`config.mk`:
```
export PLATFORM = sky130hd
export DESIGN_NAME = serial_add_sub
export DESIGN_NICKNAME = d
export VERILOG_FILES = /design/src/rtl/serial_add_sub.sv
export SDC_FILE = /design/constraint.sdc
export NUM_CORES = 1
export LEC_CHECK = 0
export CAP_MARGIN = 15
export CORE_UTILIZATION = 50
export CTS_CLUSTER_SIZE = 10
export DETAILED_ROUTE_END_ITERATION = 10
export PLACE_DENSITY_LB_ADDON = 0.25
export SLEW_MARGIN = 20
export SYNTH_ARGS = -nofsm -noshare
export SYNTH_HDL_FRONTEND = slang
export SYNTH_SLANG_ARGS = --single-unit
```
`constraint.sdc`:
```
create_clock -name clk -period 1.65 [get_ports clk]
set_input_delay 0.495 -clock clk [delete_from_list [all_inputs] [get_ports clk]]
set_output_delay 0.495 -clock clk [all_outputs]
set_load 0.01 [all_outputs]
```
`src/rtl/serial_add_sub.sv`:
```
// Digit-serial adder/subtractor: DIGIT bits per clock through a registered-carry slice,
// with valid/ready handshakes on the operand and result sides.
module serial_add_sub #(
  parameter int WIDTH = 8,
  parameter int DIGIT = 1
) (
  input  logic             clk,
  input  logic             rst,
  input  logic             in_valid,
  output logic             in_ready,
  input  logic [WIDTH-1:0] a,
  input  logic [WIDTH-1:0] b,
  input  logic             cin,
  input  logic             sub,
  output logic             out_valid,
  input  logic             out_ready,
  output logic [WIDTH-1:0] sum,
  output logic             cout,
  output logic             ovf
);

  localparam int N  = WIDTH / DIGIT;
  localparam int CW = (N > 1) ? $clog2(N) : 1;

  typedef enum logic [1:0] {
    IDLE,
    RUN,
    DONE
  } state_t;

  state_t state, state_next;

  logic [WIDTH-1:0] a_sh;
  logic [WIDTH-1:0] b_sh;
  logic [WIDTH-1:0] res;
  logic [WIDTH-1:0] res_next;
  logic             carry;
  logic [CW-1:0]    cnt;
  logic [DIGIT:0]   digit_sum;
  logic             msb_carry_in;
  logic             last_digit;
  logic             accept;

  assign in_ready   = (state == IDLE) || ((state == DONE) && out_ready);
  assign out_valid  = (state == DONE);
  assign accept     = in_valid && in_ready;
  assign last_digit = (cnt == CW'(N - 1));

  assign digit_sum = {1'b0, a_sh[DIGIT-1:0]} + {1'b0, b_sh[DIGIT-1:0]}
                   + {{DIGIT{1'b0}}, carry};

  // Result digits enter at the MSB end so after N shifts the LSB digit lands at bit 0.
  assign res_next = (res >> DIGIT) | (WIDTH'(digit_sum[DIGIT-1:0]) << (WIDTH - DIGIT));

  // Sum bit = a ^ b ^ carry_in, so the carry into the top bit of the digit falls out by XOR.
  assign msb_carry_in = a_sh[DIGIT-1] ^ b_sh[DIGIT-1] ^ digit_sum[DIGIT-1];

  // NOTE: every variable written in always_comb gets a default first so no latch is inferred.
  always_comb begin
    state_next = state;
    unique case (state)
      IDLE:    if (in_valid) state_next = RUN;
      RUN:     if (last_digit) state_next = DONE;
      DONE:    if (out_ready) state_next = in_valid ? RUN : IDLE;
      default: state_next = IDLE;
    endcase
  end

  always_ff @(posedge clk) begin
    if (rst) begin
      state <= IDLE;
    end else begin
      state <= state_next;
    end
  end

  // NOTE: the shift/carry/counter registers carry no reset; they are always loaded on
  // acceptance before anything reads them, so only control and visible outputs are reset.
  always_ff @(posedge clk) begin
    if (accept) begin
      a_sh  <= a;
      b_sh  <= sub ? ~b : b;
      carry <= cin ^ sub;
      cnt   <= '0;
    end else if (state == RUN) begin
      a_sh  <= a_sh >> DIGIT;
      b_sh  <= b_sh >> DIGIT;
      carry <= digit_sum[DIGIT];
      res   <= res_next;
      cnt   <= cnt + CW'(1);
    end
  end

  always_ff @(posedge clk) begin
    if (rst) begin
      sum  <= '0;
      cout <= 1'b0;
      ovf  <= 1'b0;
    end else if ((state == RUN) && last_digit) begin
      sum  <= res_next;
      cout <= digit_sum[DIGIT];
      ovf  <= msb_carry_in ^ digit_sum[DIGIT];
    end
  end

endmodule
```
==> results.md, run 1 <==
- Crit-path max cell delay: 0.60 ns
- Largest net degree at the start of global routing: 21
- Status: complete, no violations
- Worst Hold Class: reg -> reg
- Placer Congestion: 0.7302
- WHS Path Cells: 2
- Total Routing Usage GR: 19.13%
- Metal3 WL: 143 µm
- Worst-path cell chain: fa_2, xnor2_1, xnor2_1, a211oi_2
- Area of the multi-input gates: 604.3 µm²
- Clock insertion delay at the later pin of the skew report: 0.35 ns
- Final count of hold timing violations: 0
- Synth Instances: 124
- H-tree Lvls: 2
- Setup Skew: 0.01505 ns
- First-pass GRT wire length: 4.719 mm
- Fmax: 616.2 MHz
- Final worst slack: 0.02717 ns
- Worst-path clk slew: 0.13 ns
- Synthesized flop and latch total: 39
- Ant. Diodes: 0
- Final setup fails: 0
- DR WL met2: 1.576 mm
- Detailed-route via count: 1,052
- CP most frequent cell: xnor2_1
- Crit Path Class: reg -> reg
- Synth Area per Inst: 13.38 µm²
- Area grow syn2layout: 31.30%
- # hold bufs at CTS: 0
- Pwr per Cell Area: 1012 mW/mm²
- DR vias/cell: 4.916
- Register area: 0.001023 mm²
- Max-Cap Viols: 0
- Tot Pwr: 2.205 mW
- Starting DRC count in detailed routing: 32
- Synth unique cells: 26
- First drt pass iteration count: 4
- Post-route ant nets: 0
- Syn Nets: 149
- Worst-Margin Slew: 0.4249 ns
- Grt ovf: 0
- Chip height: 59.61 µm
- Startpoint Class: register
- Row Count: 20
- Core area: 0.003103 mm²
- CTS buffer count: 5
- Die area: 0.003553 mm²
- Worst VDD drop: 652.3 µV
- WP data required: 1.93 ns
- Die W: 59.61 µm
- Commonest cells after routing, fill and taps aside: edfxtp_1 (24), clkdlybuf4s50_1 (20), nand2_1 (18), mux2_2 (15), dfxtp_1 (13)
- Post-layout util: 70.20%
- Vias in the first global route: 1,080
- Commonest non-fill, non-tap cell in the layout: edfxtp_1
- Final net count: 194
- Pleak: 0.8453 nW
- Post-route DRC violation count: 0
- Post-Syn Area: 0.001659 mm²
- Final cycle utilization of the critical path: 98.35%
- Met1 wire length: 1.196 mm
- Initial antenna violation count: 0
- Crit path max fanout: 3
- Initial Utilization: 53.47%
- Yosys warns: 0
- Setup crit end kind: register
- Root Driver: clkbuf_4
- Depth of the most critical reg-to-reg path: 4
- CTS tree: built
- Highest routed metal layer: met4
- Post-synthesis sequential area ratio: 61.54%
- Slew headroom: 71.67%
- Fillers: 264
- IO Port Bufs: 33
- Post-layout min period: 1.623 ns
- Slew Viols, Final: 0
- CP arrival: 1.90 ns
- Share of layout cells above drive strength 1: 25.88%
- WL per Instance: 13.88 µm
- DP HPWL: 1.996 mm
- Clk buf depth: 2
- WL final: 2.970 mm
- DP Worst Slack: -0.5441 ns
- CTS Sinks: 39
- Boundary Pins: 34
- Worst path slowest cell: fa_2
critical path, delay by kind of cell, from the launching register on:
kind            cells  cell delay, ns
flops               1            0.46
compound gates      1            0.22
fa+ha+maj           1            0.60
xor+xnor            2            0.28
worst paths after layout:
path | from | endpoint | slack, ns
hold / removal | sum[4] | sum[4] | 0.46
setup / recovery | b_sh[0] | ovf | 0.03
setup reg to reg | b_sh[0] | ovf | 0.03
hold reg to reg | sum[4] | sum[4] | 0.46
routing by layer:
metal	global-route usage (%)	vias to the layer above
li1	-	516
met1	20.77	500
met2	33.87	30
met3	5.895	6
met4	8.970	0
met5	0	-
flip-flops by register name, summed over array words and instances (netlist names):
register	cells
carry	1
sum	8
ovf	1
a_sh	8
cout	1
b_sh	8
res	7
cnt	3
state	2
synthesized netlist by cell type:
| library cell | number | area share (%) |
|---|---|---|
| o21ba_2 | 1 | 0.60 |
| and3b_1 | 1 | 0.53 |
| a21oi_1 | 10 | 3.0 |
| buf_2 | 2 | 0.60 |
| clkbuf_1 | 1 | 0.23 |
| nor2_1 | 5 | 1.1 |
| or2_2 | 1 | 0.38 |
| and2b_1 | 1 | 0.45 |
| nor3b_4 | 1 | 1.1 |
| clkbuf_2 | 1 | 0.30 |
| xor2_1 | 9 | 4.8 |
| nand3b_1 | 1 | 0.45 |
| nand2_1 | 18 | 4.1 |
| nor2b_1 | 2 | 0.75 |
| buf_6 | 2 | 1.4 |
| ha_1 | 2 | 1.5 |
| xnor2_1 | 4 | 2.1 |
| dfxtp_1 | 15 | 18 |
| a211oi_1 | 1 | 0.45 |
| mux2_2 | 15 | 10 |
| fa_1 | 1 | 1.2 |
| edfxtp_1 | 24 | 43 |
| mux2i_1 | 2 | 1.2 |
| and2_1 | 2 | 0.75 |
| nor2b_4 | 1 | 0.83 |
| or2b_1 | 1 | 0.45 |
per-stage QoR:
| stage | hold slack (ns) | cell area (µm²) | setup TNS (ns) | std cells |
|---|---|---|---|---|
| after floorplan | 0.4262 | 1659 | 0 | 124 |
| after global routing | 0.4783 | 2178 | -0.06085 | 214 |
| after global placement | 0.4301 | 2088 | -13.72 | 203 |
| after detailed placement | 0.4413 | 2088 | -13.81 | 203 |
| final | 0.4638 | 2178 | 0 | 214 |
| after CTS | 0.4590 | 2161 | 0 | 212 |
cell type report:
cell class	instances	share of cell area (%)
multi-input cells	79	27.74
repair buffers	44	19.01
clock buffers	5	1.723
clock inverters	3	2.010
flip-flops and latches	39	46.98
well taps	44	2.527
what timing repair did:
item                                    CTS  global route
setup buffers                             1             2
pin swaps                                 0             1
endpoints found under the setup margin   45             2
resized for setup                        19             3
kinds of logic (layout without fill, tap and decap cells):
family	after synthesis	after routing	share of synthesized area [%]
adder cells (fa/ha/maj)	3	3	2.715
multiplexers	17	17	11.39
flip-flops	39	39	61.54
XOR/XNOR	13	13	6.863
buffers and inverters	6	52	2.488
AND/OR/NAND/NOR	34	34	10.94
AO/OA/AOI/OAI	12	12	4.073
power by group:
group / internal [mW] / switching (mW) / leakage, nW
clock network: 0.319 / 0.326 / 0.0452
logic: 0.216 / 0.149 / 0.443
registers: 1.15 / 0.0416 / 0.357
No activity file was read; power rests on OpenSTA's default activity.
==> inputs of run 2 (changes only) <==
==> constraint.sdc (replaced) <==
create_clock -name clk -period 1.66 [get_ports clk]
set_input_delay 0.498 -clock clk [delete_from_list [all_inputs] [get_ports clk]]
set_output_delay 0.498 -clock clk [all_outputs]
set_load 0.01 [all_outputs]
==> results.md, run 2 (synthesis results as in run 1) <==
- Starting DRC count in detailed routing: 45 (+41%)
- IO Port Bufs: 33 (unchanged)
- Fillers: 264 (unchanged)
- Startpoint Class: register
- CTS Sinks: 39 (unchanged)
- Worst Hold Class: reg -> reg
- Post-place instance area: 0.002088 mm² (unchanged)
- Hold slack: 0.4638 ns (unchanged)
- Share of layout cells above drive strength 1: 25.88% (unchanged)
- CP arrival: 1.92 ns (+0.02 ns)
- Post-route ant nets: 0 (unchanged)
- WP data required: 1.94 ns (about the same)
- Clock insertion delay at the later pin of the skew report: 0.35 ns (about the same)
- WL per Instance: 13.86 µm (-0.13%)
- CTS buffer count: 5 (unchanged)
- Worst flop-to-flop path endpoint: ovf
- Grt ovf: 0 (unchanged)
- Setup Skew: 0.01505 ns (unchanged)
- DR vias/cell: 4.916 (unchanged)
- Placer Congestion: 0.7302 (unchanged)
- Crit path max fanout: 3 (unchanged)
- Row Count: 20 (unchanged)
- Depth of the most critical reg-to-reg path: 4 (unchanged)
- Slew Viols, Final: 0 (unchanged)
- Die W: 59.61 µm (unchanged)
- Boundary Pins: 34 (unchanged)
- Tot Pwr: 2.191 mW (-0.63%)
- Worst-Margin Slew: 0.4249 ns (unchanged)
- Post-layout util: 70.20% (unchanged)
- Core area: 0.003103 mm² (unchanged)
- DP Worst Slack: -0.5401 ns (+0.004000 ns)
- Worst Hold End: sum[4]
- Max-Cap Viols: 0 (unchanged)
- DP HPWL: 1.996 mm (unchanged)
- Die area: 0.003553 mm² (unchanged)
- Total Routing Usage GR: 19.13% (unchanged)
- Pleak: 0.8453 nW (unchanged)
- Final worst slack: 0.02500 ns (-0.002172 ns)
- Worst VDD drop: 648.3 µV (-0.61%)
- Status: complete, no violations
- Detailed-route via count: 1,052 (unchanged)
- Clk buf depth: 2 (unchanged)
- Pwr per Cell Area: 1006 mW/mm² (-0.63%)
- First-pass GRT wire length: 4.719 mm (unchanged)
- Post-layout min period: 1.635 ns (+0.01217 ns)
- Vias in the first global route: 1,080 (unchanged)
- CTS tree: built
- Commonest cells after routing, fill and taps aside: edfxtp_1 (24), clkdlybuf4s50_1 (20), nand2_1 (18), mux2_2 (15), dfxtp_1 (13)
- WHS Path Cells: 2 (unchanged)
- H-tree Lvls: 2 (unchanged)
- Final count of hold timing violations: 0 (unchanged)
- Final setup fails: 0 (unchanged)
- Commonest non-fill, non-tap cell in the layout: edfxtp_1
- Initial Utilization: 53.47% (unchanged)
- Worst r2r src: a_sh[0]
- First drt pass iteration count: 4 (unchanged)
- Worst-path clk slew: 0.13 ns (about the same)
- Hold_sp: sum[4]
- Setup crit end kind: register
- Final net count: 194 (unchanged)
- Crit Path Class: reg -> reg
- Post-route DRC violation count: 0 (unchanged)
- Largest net degree at the start of global routing: 21 (unchanged)
- Slew headroom: 71.67% (unchanged)
- Setup crit start: a_sh[0]
- Root Driver: clkbuf_4
- R2R setup slack: 0.02 ns (about the same)
- Initial antenna violation count: 0 (unchanged)
- Ant. Diodes: 0 (unchanged)
- Largest regs: a_sh: 8 flops, b_sh: 8 flops, sum: 8 flops
- Area grow syn2layout: 31.30% (unchanged)
- Chip height: 59.61 µm (unchanged)
- Final cycle utilization of the critical path: 98.49% (+0.14 points)
- WL final: 2.966 mm (-0.13%)
- Fmax: 611.6 MHz (-0.74%)
- Final Cell Area: 0.002178 mm² (unchanged)
## run 2: cell counts in the layout (fill, tap and decap cells not counted)
No cell type changed its count.
## run 2: worst max path at each step
stage / depth (start not counted) / slack [ns] / endpoint
after floorplan: 4 / 0.09 / a_sh[0]
after global placement: 4 / -0.54 / in_ready
after detailed placement: 4 / -0.54 / in_ready
after CTS: 4 / 0.01 / ovf
after global routing: 4 / -0.06 / ovf
final: 4 / 0.02 / ovf
## run 2: repair_timing
item,CTS,global route
setup buffers,1,2
gates resized for setup,19,3
endpoints found under the setup margin,43,2
hold buffers,0,0
## run 2: report_power, final
group          total (mW)  switching, mW  internal [mW]
clock               0.641          0.324          0.317
combinational       0.363          0.148          0.215
sequential           1.19         0.0409           1.15
## run 2: cell type report
type	count	area [µm²]	share of cell area [%]
flip-flops and latches	39	1023	46.98
multi-input cells	79	604.3	27.74
repair buffers	44	414.1	19.01
well taps	44	55.05	2.527
clock inverters	3	43.79	2.010
clock buffers	5	37.54	1.723
## run 2: metrics by stage
| stage | TNS, ns | cells |
|---|---|---|
| after floorplan | 0 | 124 |
| after global placement | -13.46 | 203 |
| after detailed placement | -13.54 | 203 |
| after CTS | 0 | 212 |
| after global routing | -0.05933 | 214 |
| final | 0 | 214 |
## run 2: layer usage
layer | track usage (%) | share of wire (%)
met5 | 0 | 0
met1 | 20.77 | 40
met4 | 8.970 | 1.8
met2 | 33.87 | 53
met3 | 5.895 | 4.8
## run 2: worst max-delay path: stages (launching register included)
cell and delay (ns):
edfxtp_1 0.44, fa_2 0.63, xnor2_1 0.15, xnor2_1 0.13, a211oi_2 0.22
==> inputs of run 3 (changes only) <==
==> constraint.sdc (replaced) <==
create_clock -name clk -period 1.66 [get_ports clk]
set_input_delay 0.332 -clock clk [delete_from_list [all_inputs] [get_ports clk]]
set_output_delay 0.332 -clock clk [all_outputs]
set_load 0.01 [all_outputs]
==> results.md, run 3 (synthesis results as in run 1) <==
- Status: complete, no violations
- Clk buf depth: 2 (unchanged)
- Boundary Pins: 34 (unchanged)
- Detailed-route via count: 1,045 (-0.67%)
- WP data required: 1.33 ns (-0.61 ns)
- Worst-path clk slew: 0.12 ns (about the same)
- Initial antenna violation count: 0 (unchanged)
- Commonest non-fill, non-tap cell in the layout: clkdlybuf4s50_1
- DP HPWL: 1.956 mm (-2.0%)
- Post-route ant nets: 0 (unchanged)
- Placer Congestion: 0.7401 (+1.4%)
- Pleak: 0.7885 nW (-6.7%)
- Setup crit end kind: primary output
- Final count of hold timing violations: 0 (unchanged)
- Starting DRC count in detailed routing: 47 (+4.4%)
- Final cycle utilization of the critical path: 97.34% (-1.2 points)
- Row Count: 20 (unchanged)
- Unrepaired setup endpoints after global routing: no
- Die W: 59.61 µm (unchanged)
- Commonest cells after routing, fill and taps aside: clkdlybuf4s50_1 (31), edfxtp_1 (24), nand2_1 (18), mux2_2 (15), dfxtp_1 (13)
- WL final: 2.799 mm (-5.6%)
- # hold bufs at CTS: 0 (unchanged)
- Met3 usage: 6.769% (+0.87 points)
- Vias in the first global route: 1,067 (-1.2%)
- Global-route met2 utilization: 30.66% (-3.2 points)
- Die area: 0.003553 mm² (unchanged)
- Final net count: 191 (-1.5%)
- Max-Cap Viols: 0 (unchanged)
- Worst r2r src: a_sh[0]
- CTS buffer count: 5 (unchanged)
- Setup crit start: out_ready
- Area grow syn2layout: 31.45%
- Worst Hold Class: reg -> reg
- Clock insertion delay at the later pin of the skew report: 0.34 ns (about the same)
- Ant. Diodes: 0 (unchanged)
- WL per Instance: 13.27 µm (-4.3%)
- Most used routing layer: met2
- Largest net degree at the start of global routing: 18 (-14%)
- First drt pass iteration count: 4 (unchanged)
- Initial Utilization: 53.47% (unchanged)
- Slew Viols, Final: 0 (unchanged)
- GRT met1 Usage: 19.86% (-0.92 points)
- Final TNS setup: 0 ns (unchanged)
- R2R setup slack: 0.09 ns (+0.07 ns)
- Critical Path Sink: in_ready
- Crit Path Class: in -> out
- IO Port Bufs: 33 (unchanged)
- First-pass GRT wire length: 4.443 mm (-5.8%)
- Worst flop-to-flop path endpoint: ovf
- Largest regs: a_sh: 8 flops, b_sh: 8 flops, sum: 8 flops
- Fmax: 618.9 MHz (+1.2%)
- CTS tree: built
- CTS Sinks: 39 (unchanged)
- CP arrival: 1.28 ns (-0.64 ns)
- Final setup fails: 0 (unchanged)
- Total Routing Usage GR: 17.81% (-1.3 points)
- Crit path max fanout: 3 (unchanged)
- Worst-Margin Slew: 0.4510 ns (+0.02607 ns)
- Post-layout min period: 1.616 ns (-0.01919 ns)
- Pwr per Cell Area: 976.1 mW/mm² (-3.0%)
- Grt ovf: 0 (unchanged)
- Tot Pwr: 2.129 mW (-2.9%)
- DR vias/cell: 4.953 (+0.75%)
- Slew headroom: 69.84% (-1.8 points)
- Root Driver: clkbuf_4
- Worst VDD drop: 610.3 µV (-5.9%)
- Depth of the most critical reg-to-reg path: 4 (unchanged)
- H-tree Lvls: 2 (unchanged)
- Chip height: 59.61 µm (unchanged)
- Core area: 0.003103 mm² (unchanged)
- Post-route DRC violation count: 0 (unchanged)
- Startpoint Class: input port
- Setup Skew: 0.01080 ns (-0.004246 ns)
- Share of layout cells above drive strength 1: 24.55% (-1.3 points)
-- run 3: cell count changes in the layout (fill, tap and decap cells not counted), sizes merged --
cell,before,now
buf,12,8
bufinv,1,0
clkdlybuf4s50,20,31
dlygate4sd2,11,2
-- run 3: worst max-delay path, stage by stage --
cell	delay, ns
clkdlybuf4s50_1	0.44
nor2b_4	0.17
nor2_1	0.06
dlygate4sd2_1	0.28
-- run 3: how the worst min path moves through the flow --
stage	startpoint	to	slack, ns	depth (start not counted)
after floorplan	rst	ovf	0.40	1
after global placement	res[2]	res[1]	0.43	0
after detailed placement	res[6]	res[5]	0.44	0
after CTS	sum[4]	sum[4]	0.47	2
after global routing	res[2]	res[1]	0.48	0
final	sum[0]	sum[0]	0.46	2
-- run 3: area by class of cell --
class / count / area [µm²]
flip-flops and latches: 39 / 1023
fillers: 249 / 922.1
multi-input cells: 79 / 613.1
repair buffers: 41 / 412.9
clock buffers: 6 / 62.56
well taps: 44 / 55.05
clock inverters: 2 / 13.76
-- run 3: per-stage QoR --
stage	cell area, µm²	hold slack [ns]	worst slack [ns]	cells	utilization, %
floorplan	1659	0.4048	0.1568	124	-
global route	2181	0.4820	0.01832	211	70.28
global placement	2066	0.4305	-0.2490	200	66.57
finish	2181	0.4636	0.04418	211	70.28
detailed placement	2066	0.4351	-0.3247	200	66.57
CTS	2150	0.4701	0.01579	209	69.27
-- run 3: power by group --
part	total, mW	switching [mW]	internal, mW
clock	0.565	0.308	0.257
sequential	1.18	0.0380	1.15
combinational	0.380	0.148	0.232
-- run 3: what timing repair did --
item / 4_1_cts / 5_1_grt
pin swaps: 1 / 2
endpoints found under the setup margin: 3 / 1
buffers inserted: 1 / 2
gates resized for setup: 4 / 4
-- run 3: metal layers --
metal | part of all wire (%) | vias to the layer above
li1 | - | 514
met5 | 0 | -
met1 | 41 | 490
met4 | 1.9 | 0
met3 | 5.7 | 6
met2 | 51 | 35
